[src/rtl/ksa_share_arb_if.sv]
`default_nettype none
// ============================================================================
// Module   : ksa_share_arb_if
// Brief    : Requester/consumer bundle for ksa_share_arb; res_ovf exists only
//            when KSA_SHARE_OVF_EN is defined.
// Revision : 1.0 - initial release
// ============================================================================
interface ksa_share_arb_if #(
    parameter int N  = 8,
    parameter int R  = 4,
    parameter int RW = $clog2(R)
);
    logic [R-1:0]   req_valid;
    logic [R-1:0]   req_last;
    logic [R*N-1:0] req_a;
    logic [R*N-1:0] req_b;
    logic [R-1:0]   req_cin;
    logic [R-1:0]   req_ready;
    logic           res_valid;
    logic           res_ready;
    logic [RW-1:0]  res_id;
    logic [N-1:0]   res_sum;
    logic           res_cout;
    logic           res_last;
`ifdef KSA_SHARE_OVF_EN
    logic           res_ovf;
`endif

    modport master (
`ifdef KSA_SHARE_OVF_EN
        input  res_ovf,
`endif
        output req_valid, req_last, req_a, req_b, req_cin, res_ready,
        input  req_ready, res_valid, res_id, res_sum, res_cout, res_last
    );

    modport slave (
`ifdef KSA_SHARE_OVF_EN
        output res_ovf,
`endif
        input  req_valid, req_last, req_a, req_b, req_cin, res_ready,
        output req_ready, res_valid, res_id, res_sum, res_cout, res_last
    );
endinterface
`default_nettype wire

[src/rtl/ksa_share_arb.sv]
`default_nettype none
// ============================================================================
// Module   : ksa_share_arb
// Brief    : Round-robin sequencer sharing one Kogge-Stone adder among R
//            word-serial requesters. Optional KSA_SHARE_OVF_EN adds res_ovf.
// Revision : 1.0 - initial release
// ============================================================================
module ksa_share_arb #(
    parameter int N  = 8,
    parameter int R  = 4,
    parameter int RW = $clog2(R)
) (
    input  logic             clk,
    input  logic             rst_n,
    ksa_share_arb_if.slave   bus
);
    localparam int       c_lv   = (N > 1) ? $clog2(N) : 1;
    localparam logic [0:0] c_idle = 1'b0;
    localparam logic [0:0] c_busy = 1'b1;

    logic [0:0]    r_state;
    logic [RW-1:0] r_grant;
    logic [RW-1:0] r_rr;
    logic          r_carry;
    logic          r_first;

    logic [N-1:0]  w_a, w_b, w_p;
    logic [N-1:0]  w_gk, w_pk, w_gn, w_pn;
    logic [N:0]    w_c;
    logic          w_cin;
    logic          w_accept, w_xfer, w_last;
    logic          w_found;
    logic [RW-1:0] w_pick;

    assign w_a    = bus.req_a[int'(r_grant) * N +: N];
    assign w_b    = bus.req_b[int'(r_grant) * N +: N];
    assign w_cin  = r_first ? bus.req_cin[r_grant] : r_carry;
    assign w_last = bus.req_last[r_grant];

    // A beat is accepted only when the output register is free or draining.
    assign w_accept = (r_state == c_busy) && (!bus.res_valid || bus.res_ready);
    assign w_xfer   = w_accept && bus.req_valid[r_grant];

    always_comb begin
        bus.req_ready = '0;
        if (w_accept) begin
            bus.req_ready[r_grant] = 1'b1;
        end
    end

    always_comb begin
        w_found = 1'b0;
        w_pick  = '0;
        for (int k = 0; k < R; k++) begin
            if (!w_found && bus.req_valid[(int'(r_rr) + k) % R]) begin
                w_found = 1'b1;
                w_pick  = RW'((int'(r_rr) + k) % R);
            end
        end
    end

    // Kogge-Stone: cin folded into bit-0 generate so every prefix G[i:0]
    // is directly the carry into bit i+1.
    always_comb begin
        w_p     = w_a ^ w_b;
        w_gk    = w_a & w_b;
        w_gk[0] = w_gk[0] | (w_p[0] & w_cin);
        w_pk    = w_p;
        w_gn    = '0;
        w_pn    = '0;
        for (int l = 0; l < c_lv; l++) begin
            w_gn = w_gk;
            w_pn = w_pk;
            for (int i = 0; i < N; i++) begin
                if (i >= (1 << l)) begin
                    w_gn[i] = w_gk[i] | (w_pk[i] & w_gk[(i >= (1 << l)) ? i - (1 << l) : i]);
                    w_pn[i] = w_pk[i] & w_pk[(i >= (1 << l)) ? i - (1 << l) : i];
                end
            end
            w_gk = w_gn;
            w_pk = w_pn;
        end
        w_c = {w_gk, w_cin};
    end

    always_ff @(posedge clk) begin
        if (!rst_n) begin
            r_state       <= c_idle;
            r_grant       <= '0;
            r_rr          <= '0;
            r_carry       <= 1'b0;
            r_first       <= 1'b0;
            bus.res_valid <= 1'b0;
            bus.res_id    <= '0;
            bus.res_sum   <= '0;
            bus.res_cout  <= 1'b0;
            bus.res_last  <= 1'b0;
`ifdef KSA_SHARE_OVF_EN
            bus.res_ovf   <= 1'b0;
`endif
        end else begin
            case (r_state)
                c_idle: begin
                    if (w_found) begin
                        r_grant <= w_pick;
                        r_first <= 1'b1;
                        r_state <= c_busy;
                    end
                end
                c_busy: begin
                    if (w_xfer) begin
                        r_carry <= w_c[N];
                        r_first <= 1'b0;
                        if (w_last) begin
                            r_state <= c_idle;
                            r_rr    <= (r_grant == RW'(R - 1)) ? '0 : r_grant + 1'b1;
                        end
                    end
                end
                default: r_state <= c_idle;
            endcase

            if (w_xfer) begin
                bus.res_valid <= 1'b1;
                bus.res_id    <= r_grant;
                bus.res_sum   <= w_p ^ w_c[N-1:0];
                bus.res_cout  <= w_c[N];
                bus.res_last  <= w_last;
`ifdef KSA_SHARE_OVF_EN
                bus.res_ovf   <= w_last & (w_c[N-1] ^ w_c[N]);
`endif
            end else if (bus.res_ready) begin
                bus.res_valid <= 1'b0;
            end
        end
    end
endmodule
`default_nettype wire

[src/flat_wrapper.sv]
// flat-port wrapper written by rule: the top's interface ports become plain ports
module ksa_share_arb_flat 
#(
    parameter int N  = 8,
    parameter int R  = 4,
    parameter int RW = $clog2(R)
)
  (clk, rst_n, bus_req_valid, bus_req_last, bus_req_a, bus_req_b, bus_req_cin, bus_res_ready, bus_req_ready, bus_res_valid, bus_res_id, bus_res_sum, bus_res_cout, bus_res_last);
  ksa_share_arb_if #(.N(N), .R(R), .RW(RW)) bus_i ();
  input  logic clk;
  input  logic rst_n;
  input wire logic [$bits(bus_i.req_valid)-1:0] bus_req_valid;
  input wire logic [$bits(bus_i.req_last)-1:0] bus_req_last;
  input wire logic [$bits(bus_i.req_a)-1:0] bus_req_a;
  input wire logic [$bits(bus_i.req_b)-1:0] bus_req_b;
  input wire logic [$bits(bus_i.req_cin)-1:0] bus_req_cin;
  input wire logic [$bits(bus_i.res_ready)-1:0] bus_res_ready;
  output wire logic [$bits(bus_i.req_ready)-1:0] bus_req_ready;
  output wire logic [$bits(bus_i.res_valid)-1:0] bus_res_valid;
  output wire logic [$bits(bus_i.res_id)-1:0] bus_res_id;
  output wire logic [$bits(bus_i.res_sum)-1:0] bus_res_sum;
  output wire logic [$bits(bus_i.res_cout)-1:0] bus_res_cout;
  output wire logic [$bits(bus_i.res_last)-1:0] bus_res_last;
  assign bus_i.req_valid = bus_req_valid;
  assign bus_i.req_last = bus_req_last;
  assign bus_i.req_a = bus_req_a;
  assign bus_i.req_b = bus_req_b;
  assign bus_i.req_cin = bus_req_cin;
  assign bus_i.res_ready = bus_res_ready;
  assign bus_req_ready = bus_i.req_ready;
  assign bus_res_valid = bus_i.res_valid;
  assign bus_res_id = bus_i.res_id;
  assign bus_res_sum = bus_i.res_sum;
  assign bus_res_cout = bus_i.res_cout;
  assign bus_res_last = bus_i.res_last;
  ksa_share_arb #(.N(N), .R(R), .RW(RW)) u_core (.clk(clk), .rst_n(rst_n), .bus(bus_i));
endmodule
[config.mk]
export PLATFORM = sky130hd
export DESIGN_NAME = ksa_share_arb_flat
export DESIGN_NICKNAME = d
export VERILOG_FILES = /design/src/rtl/ksa_share_arb_if.sv /design/src/rtl/ksa_share_arb.sv /design/src/flat_wrapper.sv
export SDC_FILE = /design/constraint.sdc
export NUM_CORES = 1
export LEC_CHECK = 0
export ABC_AREA = 1
export CORE_MARGIN = 2
export CORE_UTILIZATION = 41
export DETAILED_ROUTE_END_ITERATION = 10
export PLACE_DENSITY = 0.91
export SETUP_SLACK_MARGIN = 0.15
export SLEW_MARGIN = 25
export SYNTH_ARGS = -nofsm -noshare
export SYNTH_HDL_FRONTEND = slang
export SYNTH_SLANG_ARGS = --single-unit
[constraint.sdc]
create_clock -name clk -period 2.8 [get_ports clk]
set_clock_uncertainty 0.05 [all_clocks]
set_input_delay 0.7 -clock clk [delete_from_list [all_inputs] [get_ports clk]]
set_output_delay 0.7 -clock clk [all_outputs]
set_load 0.005 [all_outputs]
==> run metrics, run 1 <==
largest net degree at the start of global routing 28; most frequent cells in the layout clkdlybuf4s50_1 (89), nand2_1 (60), nor2_1 (53); Total Nets Final between 500 and 600; Max VDD drop ~0.58 mV; # setup viols final 0; final WL 6195 µm; synthesized flop and latch total 20; Iteration-0 DRC Markers 120; Max Transition Viols Final 0; Mapped Cells between 300 and 400; worst reg-to-reg path cell count 12; Via Count about 2500; critical path type in -> out; Die Ht approximately 73 µm; gr ovfl total 0; RR Startpoint u_core.r_grant[1]$_SDFFE_PN0P_; measured slew at the worst slew-check pin ~0.41 ns; first-pass GRT wire length 9646 µm; Yosys cell types 30; Ys Warns 0; Worst setup EP type output pin; placed cell count roughly 460; drt drc 0; Initial Utilization 0.4169; clk_lat worst skew between 0.2 and 0.3 ns; commonest non-fill, non-tap cell in the layout clkdlybuf4s50_1; post-DP HPWL approximately 4900 µm; Rel. slew slack 0.7240; Synth Area per Inst approximately 6.1 µm²; clock root buffer clkbuf_8; DIE WIDTH about 73 µm; setup TNS 0 ns; Tmin final between 2 and 3 ns; Power Density between 800 and 900 nW/µm²; Final period util 0.9244; Max Root-Sink Buffers 2; Sink Count 20; vias in the first global route approximately 2400; Final Hold Viols 0; Leakage about 1.4 nW; fmax roughly 0.39 GHz; layout cells sized above 1 0.1138; DR pass1 iterations 5; Hold Crit Class reg -> reg; CTS Buf Count 3; post-route ant nets 0; Crit. Startpoint bus_res_ready; hold slack between 0.4 and 0.5 ns; initial antenna violation count 0; end point of the critical path bus_req_ready[3]; clock-pin slew on the worst setup and hold paths approximately 0.070 ns; run status completed; Layout area overhead 56.86%; Max-Cap Viols 0; synthesized area between 1500 and 2000 µm²; I/O Pins 96; FILL cells approximately 400; RSZ-0062 raised after global routing true; Max Fanout on Critical Path 3; full die area about 5300 µm²; PortBufs 95; Worst EP required around 2.1 ns; worst reg2reg endpoint u_core.r_carry$_SDFFE_PN0P_; core outline area between 4000 and 5000 µm²; CTS HTree Levels 1; Via-to-Cell Ratio ~5.3; Ant. Diodes 0; row cnt 25; Total Power ~0.0025 W; per-cell routed wire length around 13 µm; Critical Path Start Type input port; non-filler instance count after layout around 470; Worst R2R Setup Slack roughly 0.38 ns; All-Layer GR Usage 0.2253; GPL Wtd Cong slightly below 0.9; CTS tree yes; register area share after synthesis 0.2061; Mapped Nets around 410; WP data arrival 1.84 ns
-- cell usage after synthesis --
cell type / count / area, µm²
a21oi_1: 23 / 115.1
a31oi_1: 1 / 6.260
a32oi_1: 2 / 17.52
buf_2: 4 / 20.02
buf_4: 1 / 7.510
buf_6: 5 / 56.30
clkbuf_1: 5 / 18.77
clkbuf_2: 1 / 5.000
dfxtp_1: 20 / 400.4
fa_1: 2 / 40.04
ha_1: 11 / 137.6
inv_1: 23 / 86.33
inv_2: 6 / 22.52
inv_4: 1 / 6.260
nand2_1: 61 / 229.0
nand2_2: 7 / 43.79
nand2_4: 2 / 22.52
nand3_1: 16 / 80.08
nand3_2: 1 / 10.01
nand4_1: 1 / 6.260
nor2_1: 54 / 202.7
nor2_2: 2 / 12.51
nor2_4: 2 / 22.52
o211ai_1: 2 / 15.01
o21ai_0: 40 / 200.2
o21ai_1: 4 / 20.02
o21bai_1: 1 / 7.510
o22ai_1: 14 / 87.58
xnor2_1: 2 / 17.52
xor2_1: 3 / 26.28
-- metal layers --
metal / GRT usage / vias to the layer above / routed length [µm]
li1: - / 1236 / -
met3: 0.05663 / 20 / 436
met1: 0.2302 / 1099 / 2359
met2: 0.4343 / 108 / 3211
met5: 0 / - / 0
met4: 0.08436 / 0 / 187
-- where the power goes --
group	switching [W]	internal, W	total, W
combinational	0.000980	0.000827	0.00181
clock	0.0000880	0.000125	0.000213
sequential	0.0000786	0.000364	0.000443
-- how the worst min path moves through the flow --
stage	start	depth (start not counted)	to	slack [ns]
2_1_floorplan	u_core.r_carry$_SDFFE_PN0P_	2	u_core.r_carry$_SDFFE_PN0P_	0.39
3_3_place_gp	u_core.bus.res_last$_SDFFE_PN0P_	2	u_core.bus.res_last$_SDFFE_PN0P_	0.41
3_5_place_dp	u_core.bus.res_last$_SDFFE_PN0P_	2	u_core.bus.res_last$_SDFFE_PN0P_	0.41
4_1_cts	u_core.r_carry$_SDFFE_PN0P_	2	u_core.r_carry$_SDFFE_PN0P_	0.43
5_1_grt	u_core.r_carry$_SDFFE_PN0P_	2	u_core.r_carry$_SDFFE_PN0P_	0.46
6_report	u_core.r_carry$_SDFFE_PN0P_	2	u_core.r_carry$_SDFFE_PN0P_	0.43
-- critical path, stage by stage --
cell,delay (ns)
clkdlybuf4s50_1,0.45
inv_1,0.03
nand2_1,0.08
nand2_2,0.08
buf_4,0.14
nor2_1,0.11
dlygate4sd2_1,0.24
-- sequential cells by signal, indices dropped and copies added (netlist names) --
signal	count
u_core.bus.res_cout	1
u_core.bus.res_id	2
u_core.bus.res_last	1
u_core.bus.res_sum	8
u_core.bus.res_valid	1
u_core.r_carry	1
u_core.r_first	1
u_core.r_grant	2
u_core.r_rr	2
u_core.r_state	1
-- metrics by stage --
stage                     worst slack (ns)    util  area, µm²
after floorplan                     0.3045       -       1943
after global placement             -0.1601  0.6263       2919
after detailed placement           -0.1987  0.6263       2919
after CTS                          0.05689  0.6464       3013
after global routing                0.1284  0.6540       3048
final                               0.2117  0.6540       3048
-- cell type report --
class | count | area [µm²] | share of cell area
Tap cell | 54 | 67.56 | 0.02217
Clock buffer | 4 | 55.05 | 0.01806
Multi-Input combinational cell | 251 | 1348 | 0.4421
Timing Repair Buffer | 108 | 1061 | 0.3481
Inverter | 30 | 115.1 | 0.03777
Sequential cell | 20 | 401.6 | 0.1318
-- cells by family (layout without fill, tap and decap cells) --
kind of cell | Yosys count | in the layout | synth area share
and+or+nand+nor | 146 | 146 | 0.3239
AOI/OAI and AO/OA | 87 | 87 | 0.2415
buffers and inverters | 46 | 142 | 0.1146
DFF | 20 | 20 | 0.2061
adders and majority gates | 13 | 13 | 0.09144
xor gates and xnor gates | 5 | 5 | 0.02254
-- timing repair --
item / in CTS / in global routing
gates resized for setup: 12 / 6
setup endpoints to repair: 8 / 6
pin swaps: 8 / 10
buffers inserted: 3 / 3
hold buffers: 0 / 0
(Power assumes the default switching activity.)
==> run 2: changes to the inputs <==
--- a/config.mk
+++ b/config.mk
@@ -6,6 +6,7 @@
 export NUM_CORES = 1
 export LEC_CHECK = 0
 export ABC_AREA = 1
+export CORE_ASPECT_RATIO = 0.75
 export CORE_MARGIN = 2
 export CORE_UTILIZATION = 41
 export DETAILED_ROUTE_END_ITERATION = 10
==> run 2 against run 1 <==
  * Wire length fell by 5.4%
  * Register-to-register slack worse by 0.03 ns
  * Global-route usage down 0.50 points
  * Sequential power shrank 1%
  * Setup slack lost 0.093 ns
  * Fmax is 3.5% lower
  * Power shrank 0.16%
  * Via count down 2.6%
  * Critical path depth fell by 1
  * Utilization increased by 1.9 points
  * Combinational power barely moved
  * Clock power up 2%
  * Critical path type unchanged
==> run metrics, run 2 (synthesis results as in run 1) <==
switching share of power 0.4790 (+0.01336); I/O Pins 96 (unchanged); clk_lat worst skew 0.26 ns (about the same); CTS Buf Count 3 (unchanged); Rel. slew slack 0.7198 (-0.004176); post-route ant nets 0 (unchanged); Die Ht 63.62 µm (-13%); placed cell count 460 (+0.66%); post-DP HPWL 4534 µm (-8.1%); final WL 5863 µm (-5.4%); Max Root-Sink Buffers 2 (unchanged); final worst slack 0.1188 ns (-0.09289 ns); Final period util 0.9576 (+0.03317); vias in the first global route 2202 (-6.5%); RR Startpoint u_core.r_grant[0]$_SDFFE_PN0P_; Iteration-0 DRC Markers 133 (+11%); drt drc 0 (unchanged); Hold Path Cell Cnt 2 (unchanged); post-layout util 0.6725 (+0.01852); Leakage 1.353 nW (-1.5%); Critical Path Start Type input port; P_sw 0.001177 W (+2.7%); # setup viols final 0 (unchanged); Via Count 2398 (-2.6%); measured slew at the worst slew-check pin 0.4197 ns (+0.006984 ns); Hold Path End u_core.bus.res_last$_SDFFE_PN0P_; Via-to-Cell Ratio 5.168 (-2.0%); Max VDD drop 0.5087 mV (-12%); Power Density 808.8 nW/µm² (+0.13%); RSZ-0062 raised after global routing true; row cnt 21 (-16%); Hold Crit Class reg -> reg; WP data arrival 1.93 ns (+0.09 ns); Internal Power 0.001281 W (-2.7%); sequential share of power 0.178 (-0.002); clock network power share 0.088 (+0.002); run status completed; Max Transition Viols Final 0 (unchanged); Max-Cap Viols 0 (unchanged); Sink Count 20 (unchanged); largest net degree at the start of global routing 26 (-7.1%); DR pass1 iterations 4 (-1); All-Layer GR Usage 0.2203 (-0.005004); Layout area overhead 56.41%; Worst R2R Setup Slack 0.35 ns (-0.03 ns); min-delay src u_core.bus.res_last$_SDFFE_PN0P_; worst reg-to-reg path cell count 10 (-2); clock root buffer clkbuf_8; non-filler instance count after layout 464 (-0.64%); clock-pin slew on the worst setup and hold paths 0.07 ns (about the same); worst reg2reg endpoint u_core.bus.res_sum[6]$_SDFFE_PN0P_; hold slack 0.4200 ns (-0.005205 ns); GPL Wtd Cong 0.8354 (-4.1%); Tmin final 2.681 ns (+0.09289 ns); Post-CTS Hold Buffers 0 (unchanged); PortBufs 95 (unchanged); initial antenna violation count 0 (unchanged); DP Area 2910 µm² (-0.30%); Max Fanout on Critical Path 5 (+2); Total Nets Final 500 (-1.2%); Post-Place Setup Slack -0.2331 ns (-0.03441 ns); full die area 5312 µm² (+0.11%); Initial Utilization 0.4300 (+0.01304); core outline area 4519 µm² (-3.0%); Comb power frac 0.734 (about the same); layout cells sized above 1 0.1204 (+0.006592); DIE WIDTH 83.49 µm (+15%); Top reg by flops u_core.bus.res_sum; Final Hold Viols 0 (unchanged); Worst setup EP type output pin; per-cell routed wire length 12.64 µm (-4.7%); fmax 0.3730 GHz (-3.5%); first-pass GRT wire length 9804 µm (+1.6%); most frequent cells in the layout clkdlybuf4s50_1 (89), nand2_1 (58), nor2_1 (51); critical path type in -> out; commonest non-fill, non-tap cell in the layout clkdlybuf4s50_1; Worst EP required 2.05 ns (about the same); Largest register FFs 8 (unchanged); gr ovfl total 0 (unchanged); Ant. Diodes 0 (unchanged); CTS HTree Levels 1 (unchanged); CTS tree yes; postcts setup bufs 0 (-3); final instance area 3039 µm² (-0.29%)
==> run 2: timing repair <==
| action | 4_1_cts | 5_1_grt |
|---|---|---|
| resized for setup | 12 | 17 |
| setup endpoints to repair | 8 | 7 |
| pin swaps | 8 | 12 |
==> run 2: critical path: stages <==
cell	delay [ns]
clkdlybuf4s50_1	0.45
inv_1	0.04
nand2_2	0.08
nand2_4	0.08
nor2_2	0.08
clkdlybuf4s50_1	0.49
==> run 2: cell type report <==
class	instances	area, µm²
sequential	20	400.4
tap	57	71.32
timing repair buffer	102	1007
clock buffer	4	55.05
multi-input combinational	251	1390
inverter	30	115.1
fill	391	1480
==> run 2: worst max-delay path by stage <==
stage          slack [ns]                           start                                 end  depth (start not counted)
2_1_floorplan        0.30  u_core.r_grant[0]$_SDFFE_PN0P_  u_core.bus.res_sum[6]$_SDFFE_PN0P_                         13
3_3_place_gp        -0.15                  bus_req_cin[2]  u_core.bus.res_sum[4]$_SDFFE_PN0P_                         12
3_5_place_dp        -0.23                  bus_req_cin[2]  u_core.bus.res_sum[4]$_SDFFE_PN0P_                         12
4_1_cts              0.05                   bus_res_ready                    bus_req_ready[3]                          6
5_1_grt              0.03                   bus_res_ready                    bus_req_ready[1]                          6
6_report             0.12                   bus_res_ready                    bus_req_ready[1]                          6
==> run 2: routing by layer <==
metal  up-vias  track usage  routed length, µm
met3        10      0.04194                344
met4         0      0.05040                 78
met2        69       0.3841               2831
met5         -            0                  0
li1       1229            -                  -
met1      1090       0.2832               2608
==> run 2: power by group through the flow <==
stage               registers (W)  logic [W]  clock network [W]
floorplan                0.000419    0.00119                  0
global placement         0.000437    0.00164                  0
detailed placement       0.000437    0.00168                  0
CTS                      0.000433    0.00172           0.000225
global route             0.000446    0.00203           0.000240
finish                   0.000438    0.00180           0.000217
==> run 2: per-stage QoR <==
step                power, W  setup TNS [ns]
detailed placement  0.002118         -0.9411
global route        0.002720               0
global placement    0.002076         -0.5666
CTS                 0.002381               0
finish              0.002458               0
floorplan           0.001605               0
==> run 3: changes to the inputs <==
--- a/config.mk
+++ b/config.mk
@@ -12,7 +12,7 @@
 export DETAILED_ROUTE_END_ITERATION = 10
 export PLACE_DENSITY = 0.91
 export SETUP_SLACK_MARGIN = 0.15
-export SLEW_MARGIN = 25
+export SLEW_MARGIN = 10
 export SYNTH_ARGS = -nofsm -noshare
 export SYNTH_HDL_FRONTEND = slang
 export SYNTH_SLANG_ARGS = --single-unit
==> results of run 3 <==
Final layout, timing and power as in run 2 (identical DEF).
